===== src/rtl/multiply_pipeline_pkg.sv =====
// Shared fixed-point constants for the multiply pipeline and related
// datapaths: rounding modes, saturation modes and the Q-format legality check.
package multiply_pipeline_pkg;

    // Rounding modes
    localparam int RND_TRUNC   = 0;
    localparam int RND_HALF_UP = 1;

    // Saturation modes
    localparam int SAT_WRAP  = 0;
    localparam int SAT_CLAMP = 1;

    // A Q format is legal when it has at least one fractional bit
    // and no more fractional bits than the word width.
    function automatic bit fixed_fmt_ok(input int w, input int q);
        return (q >= 1) && (q <= w);
    endfunction

endpackage


===== src/rtl/multiply_pipeline_fixed_round_sat.sv =====
// Combinational rescale of a 2W-bit signed Q(2Q) product back to W-bit QQ.
// Ports: prod (2W product in) -> res (W-bit result), ovf (range overflow).
module fixed_round_sat
    import multiply_pipeline_pkg::*;
#(
    parameter int W   = 16,
    parameter int Q   = 8,
    parameter int RND = RND_HALF_UP,
    parameter int SAT = SAT_CLAMP
) (
    input  logic [2*W-1:0] prod,
    output logic [W-1:0]   res,
    output logic           ovf
);

    // One extra bit so the rounding bias can never wrap the sum.
    localparam int PW = 2*W + 1;
    localparam logic [PW-1:0] BIAS =
        (RND == RND_HALF_UP) ? (PW'(1) << (Q-1)) : '0;

    logic signed [PW-1:0] ext;
    logic signed [PW-1:0] sum;
    logic signed [PW-1:0] r;
    logic [PW-W:0]        top;

    assign ext = {prod[2*W-1], prod};
    assign sum = ext + $signed(BIAS);
    assign r   = sum >>> Q;

    // r fits in W signed bits iff all bits from W-1 upward agree.
    assign top = r[PW-1:W-1];
    assign ovf = ~((&top) | ~(|top));

    always_comb begin
        res = r[W-1:0];
        if ((SAT == SAT_CLAMP) && ovf) begin
            res = r[PW-1] ? {1'b1, {(W-1){1'b0}}}
                          : {1'b0, {(W-1){1'b1}}};
        end
    end

endmodule


===== src/rtl/multiply_pipeline.sv =====
// Pipelined signed fixed-point multiplier with stb/rdy handshakes.
// Ports: clk, rst (async high); arg_stb/arg_dat{b,a}/arg_rdy in;
//        res_stb/res_dat/res_ovf/res_rdy out. Latency S, 1 beat/cycle.
module multiply_pipeline
    import multiply_pipeline_pkg::*;
#(
    parameter int W   = 16,
    parameter int Q   = 8,
    parameter int S   = 2,
    parameter int RND = RND_HALF_UP,
    parameter int SAT = SAT_CLAMP
) (
    input  logic           clk,
    input  logic           rst,
    input  logic           arg_stb,
    input  logic [2*W-1:0] arg_dat,
    output logic           arg_rdy,
    output logic           res_stb,
    output logic [W-1:0]   res_dat,
    output logic           res_ovf,
    input  logic           res_rdy
);

    if (!fixed_fmt_ok(W, Q) || (S < 2)) begin : g_bad_cfg
        $error("ERROR: multiply_pipeline needs 1 <= Q <= W and S >= 2");
    end

    // Whole pipe moves together; bubbles are kept, not collapsed.
    logic en;
    assign en      = ~res_stb | res_rdy;
    assign arg_rdy = en;

    // Stage 1: full-width signed product.
    logic [2*W-1:0] a_ext;
    logic [2*W-1:0] b_ext;
    logic [2*W-1:0] prod;
    logic           v1;
    logic [2*W-1:0] p1;

    assign a_ext = {{W{arg_dat[W-1]}}, arg_dat[W-1:0]};
    assign b_ext = {{W{arg_dat[2*W-1]}}, arg_dat[2*W-1:W]};
    assign prod  = a_ext * b_ext;

    always_ff @(posedge clk or posedge rst) begin
        if (rst) begin
            v1 <= 1'b0;
            p1 <= '0;
        end else if (en) begin
            v1 <= arg_stb;
            if (arg_stb) begin
                p1 <= prod;
            end
        end
    end

    // Stage 2 rescale, then plain delay stages 3..S.
    logic [W-1:0] rs_res;
    logic         rs_ovf;

    fixed_round_sat #(
        .W   (W),
        .Q   (Q),
        .RND (RND),
        .SAT (SAT)
    ) u_round (
        .prod (p1),
        .res  (rs_res),
        .ovf  (rs_ovf)
    );

    logic         v [2:S];
    logic [W-1:0] d [2:S];
    logic         o [2:S];

    always_ff @(posedge clk or posedge rst) begin
        if (rst) begin
            for (int k = 2; k <= S; k++) begin
                v[k] <= 1'b0;
                d[k] <= '0;
                o[k] <= 1'b0;
            end
        end else if (en) begin
            v[2] <= v1;
            d[2] <= rs_res;
            o[2] <= rs_ovf;
            for (int k = 3; k <= S; k++) begin
                v[k] <= v[k-1];
                d[k] <= d[k-1];
                o[k] <= o[k-1];
            end
        end
    end

    assign res_stb = v[S];
    assign res_dat = d[S];
    assign res_ovf = o[S];

endmodule

===== config.mk =====
export PLATFORM = sky130hd
export DESIGN_NAME = multiply_pipeline
export DESIGN_NICKNAME = d
export VERILOG_FILES = /design/src/rtl/multiply_pipeline_pkg.sv /design/src/rtl/multiply_pipeline_fixed_round_sat.sv /design/src/rtl/multiply_pipeline.sv
export SDC_FILE = /design/constraint.sdc
export NUM_CORES = 1
export LEC_CHECK = 0
export BUFFER_PORTS_ARGS = -buffer_cell sky130_fd_sc_hd__buf_4
export CORE_ASPECT_RATIO = 0.8
export CORE_MARGIN = 2
export CORE_UTILIZATION = 50
export CTS_CLUSTER_DIAMETER = 50
export DETAILED_ROUTE_END_ITERATION = 10
export PLACE_DENSITY = 0.69
export SLEW_MARGIN = 15
export SYNTH_ARGS = -nofsm -noshare
export SYNTH_HDL_FRONTEND = slang
export SYNTH_HIERARCHICAL = 1
export SYNTH_SLANG_ARGS = --single-unit

===== constraint.sdc =====
create_clock -name clk -period 2.97 [get_ports clk]
set_input_delay 0.1485 -clock clk [delete_from_list [all_inputs] [get_ports clk]]
set_output_delay 0.1485 -clock clk [all_outputs]
set_load 0.01 [all_outputs]

Word level (Yosys, flattened, before mapping) --
Cells that the tools add are included.
Operators by class: $add $sub $neg 1, multiply operators 1, divide/modulo/power cells 0, order comparisons 0, equal/unequal tests 0, shift operators 0, muxes and demuxes 2, bitwise operators 5, reductions and logical operators 3
Operators with widths (count):
- $add A32 B9 Y33 const B | 1
- $mul A16 B16 Y32 | 1
- $mux W16 | 2
- $reduce_and A10 Y1 | 1
- $reduce_or A10 Y1 | 1
- $not A1 Y1 | 3
- $or A1 B1 Y1 | 2
- $reduce_and A2 Y1 | 1
Storage, ports and cells: register bits after elaboration 51, latch bits 0, RAM bits 0, memory bits (read-only) 0, output and inout port bits 19, memories kept 0

Longest topological paths before layout --
depth after elaboration 5, mapped depth 23

Hierarchy --
Netlist, hierarchy kept.
Modules (own cells, without submodules):
- multiply_pipeline | instances 1, cells an instance 1227, area each 11604.9 um^2, sequential area each 1276.2 um^2
- fixed_round_sat | instances 1, cells an instance 130, area each 937.1 um^2, sequential area each 0.0 um^2

Worst setup path after synthesis --
OpenSTA, ideal clock, no wires.
kind input-to-reg, start input arg_dat[15], end register p1[31], library setup time 82 ps, arrival 5471 ps, slack -2583 ps, stages 18, buffers on the path 1, cell sequence clkbuf_1 nand2_1 inv_1 fa_1 fa_1 fa_1 fa_1 fa_1 fa_1 ha_1 a21o_1 a21o_1 a21o_1 o21ai_0 a31o_1 a21oi_1 or3_1 a31oi_1
On the way: longest elaborated chain between the ends 1
RTL lines:
- from (decl) | RTL line multiply_pipeline.sv:16 | input logic [2*W-1:0] arg_dat,
- $mul A16 B16 Y32 | RTL line multiply_pipeline.sv:42 | assign prod = a_ext * b_ext;
- to (signal assigned) | RTL line multiply_pipeline.sv:51 | p1 <= prod;
- to (decl) | RTL line multiply_pipeline.sv:38 | logic [2*W-1:0] p1;
Every way passes these cells. A chain may end at the register's enable or synchronous reset.

Worst setup path after layout --
start input arg_dat[6], end register p1[31]
The elaborated chain is that of the path after synthesis.

==> results.sh <==
export IMPL_outcome="finished, violations left"
export IMPL_failed_checks="negative hold slack, negative setup slack"
export IMPL_cts_root_buffer="clkbuf_16"
export IMPL_cap_viol_max_count=0
export IMPL_slew_headroom=0.631
export IMPL_final_common_cell="inv_1"
export IMPL_antenna_found_initial=0
export IMPL_drt_iter0_drc=491
export IMPL_die_x_um=179
export IMPL_synthCells=1326
export IMPL_drc=0
export IMPL_timing_fmax_ghz=0.192
export IMPL_grt_first_pass_wirelength_um=49600
export IMPL_place_congestion=0.878
export IMPL_fill_cells=1951
export IMPL_slew_violations=0
export IMPL_worst_slew_pin_slew_ns=0.554
export IMPL_io_buffers=54
export IMPL_dpl_instance_area_um2=14500
export IMPL_r2r_end="res_dat[0]"
export IMPL_min_period_ns=5.21
export IMPL_top_layer="met4"
export IMPL_dpl_hpwl_um=24200
export IMPL_die_y_um=144
export IMPL_holdWs_ns=-0.00329
export IMPL_area_growth_syn_to_layout_pct=26.6
export IMPL_skew_ns=0.00295
export IMPL_cts_sinks=44
export IMPL_yosys_warnings=6
export IMPL_ant_nets=0
export IMPL_final_cell_mix="inv_1, fa_1, buf_4"
export IMPL_final_area_um2=15500
export IMPL_cts_buffers_inserted=5
export IMPL_drt_total_wl_um=28500
export IMPL_clockBufferDepth=2
export IMPL_hp_class="in2async"
export IMPL_die_area_um2=25800
export IMPL_fp_coreArea_um2=24200
export IMPL_crit_family="adder cells"
export IMPL_grt_pass1_vias=10400
export IMPL_cp_num_buf_inv=4
export IMPL_path_class="in2reg"
export IMPL_ioPinCount=55
export IMPL_syn_nets=1707
export IMPL_max_stage_delay_ns=0.54
export IMPL_grt_max_degree=50
export IMPL_dr_pass1_iters=5
export IMPL_wire_per_inst_um=15.4
export IMPL_vias=9503
export IMPL_cts_tree="yes"
export IMPL_cpMostUsedCell="fa_1"
export IMPL_insertion_delay_ns=0.28
export IMPL_drt_vias_per_instance=5.16
export IMPL_clkSlewWorstSetupHoldPaths_ns=0.06
export IMPL_period_share=1.75
export IMPL_syn_area_per_cell_um2=9.25
export IMPL_m1WireLength_um=12000
export IMPL_hold_viol_final=2
export IMPL_start_util=0.507
export IMPL_rsz0062_at_grt="yes"
export IMPL_holdBufCountCts=0
export IMPL_cp_start_kind="input pin"
export IMPL_antenna_cells=0
export IMPL_core_rowCount=51
export IMPL_dr_wl_met3_um=1180
export IMPL_worst_slack_ns=-2.24
export IMPL_critPathSlowestCell="fa_1"
export IMPL_timing_rr_start="p1[8]"
export IMPL_r2r_slack_ns=0.17
export IMPL_grt_use_total=0.241
export IMPL_grt_overflow_total=0
export IMPL_place_inst=1814
export IMPL_h_tree_depth=2
export IMPL_wl_met2_um=14900
export IMPL_cp_required_ns=3.18
export IMPL_r2r_worst_path_cells=9
export IMPL_stdcell_count=1843
export IMPL_worst_setup_path_end_kind="flop"
export IMPL_drive_gt1_frac=0.290
export IMPL_syn_area_um2=12300
export IMPL_crit_chain="buf_12 > buf_6 > and2_4 > fa_1 > fa_1 > fa_1 > fa_1 > fa_1 > inv_2 > fa_1 > inv_2 > ha_4 > or3_4 > o22ai_4 > o32ai_2 > nor2_2 > a31o_1 > a21oi_1 > or3_1 > a31oi_1"
export IMPL_nNetsFinal=1906
export IMPL_setup_viol=25
export IMPL_crit_fanout=9
export IMPL_arrival_ns=5.42
worst max-delay path by stage:
| stage | startpoint | endpoint | slack [ns] | cells past startpoint |
|---|---|---|---|---|
| 5_1_grt | arg_dat[6] | p1[31] | -2.43 | 20 |
| 3_5_place_dp | arg_dat[20] | p1[31] | -2.59 | 22 |
| 6_report | arg_dat[6] | p1[31] | -2.24 | 20 |
| 4_1_cts | arg_dat[21] | p1[31] | -2.23 | 22 |
| 2_1_floorplan | arg_dat[3] | p1[31] | -2.21 | 20 |
| 3_3_place_gp | arg_dat[30] | p1[31] | -2.54 | 20 |
flip-flops by register name, summed over array words and instances, names as in the netlist:
name     count
p1          25
res_stb      1
v1           1
res_ovf      1
res_dat     16
final cells by class:
| type | instances | area, um2 | area share |
|---|---|---|---|
| Multi-Input combinational cell | 943 | 10600 | 0.684 |
| Timing Repair Buffer | 237 | 2160 | 0.139 |
| Inverter | 294 | 1110 | 0.0713 |
| Sequential cell | 44 | 1100 | 0.0709 |
| Tap cell | 318 | 398 | 0.0256 |
| Clock buffer | 6 | 129 | 0.00830 |
| Clock inverter | 1 | 5.00 | 0.000322 |
stage by stage:
step / setup TNS [ns] / utilization / worst slack (ns)
after floorplan: -41.71 / - / -2.21
after global placement: -53.48 / 0.598 / -2.54
after detailed placement: -54.13 / 0.598 / -2.59
after CTS: -45.99 / 0.620 / -2.23
after global routing: -49.11 / 0.642 / -2.43
final: -45.13 / 0.642 / -2.24
repair_timing:
action	in CTS	in global routing
resized for setup	96	113
pin swaps	44	61
setup buffers	11	19
setup endpoints to repair	25	25
cloned	1	1
tightest hold or removal path: cells and delay by family:
family | cells | cell delay (ns)
buffers and inverters | 3 | 0.58
routing by layer:
metal / vias to the layer above / GRT usage
met2: 195 / 0.438
met4: 0 / 0.0338
met3: 39 / 0.0287
met5: - / 0
met1: 4851 / 0.316
li1: 4418 / -
Power is not shown: default switching activity piles up to over one toggle a cycle in this logic, so the estimate is an artifact.
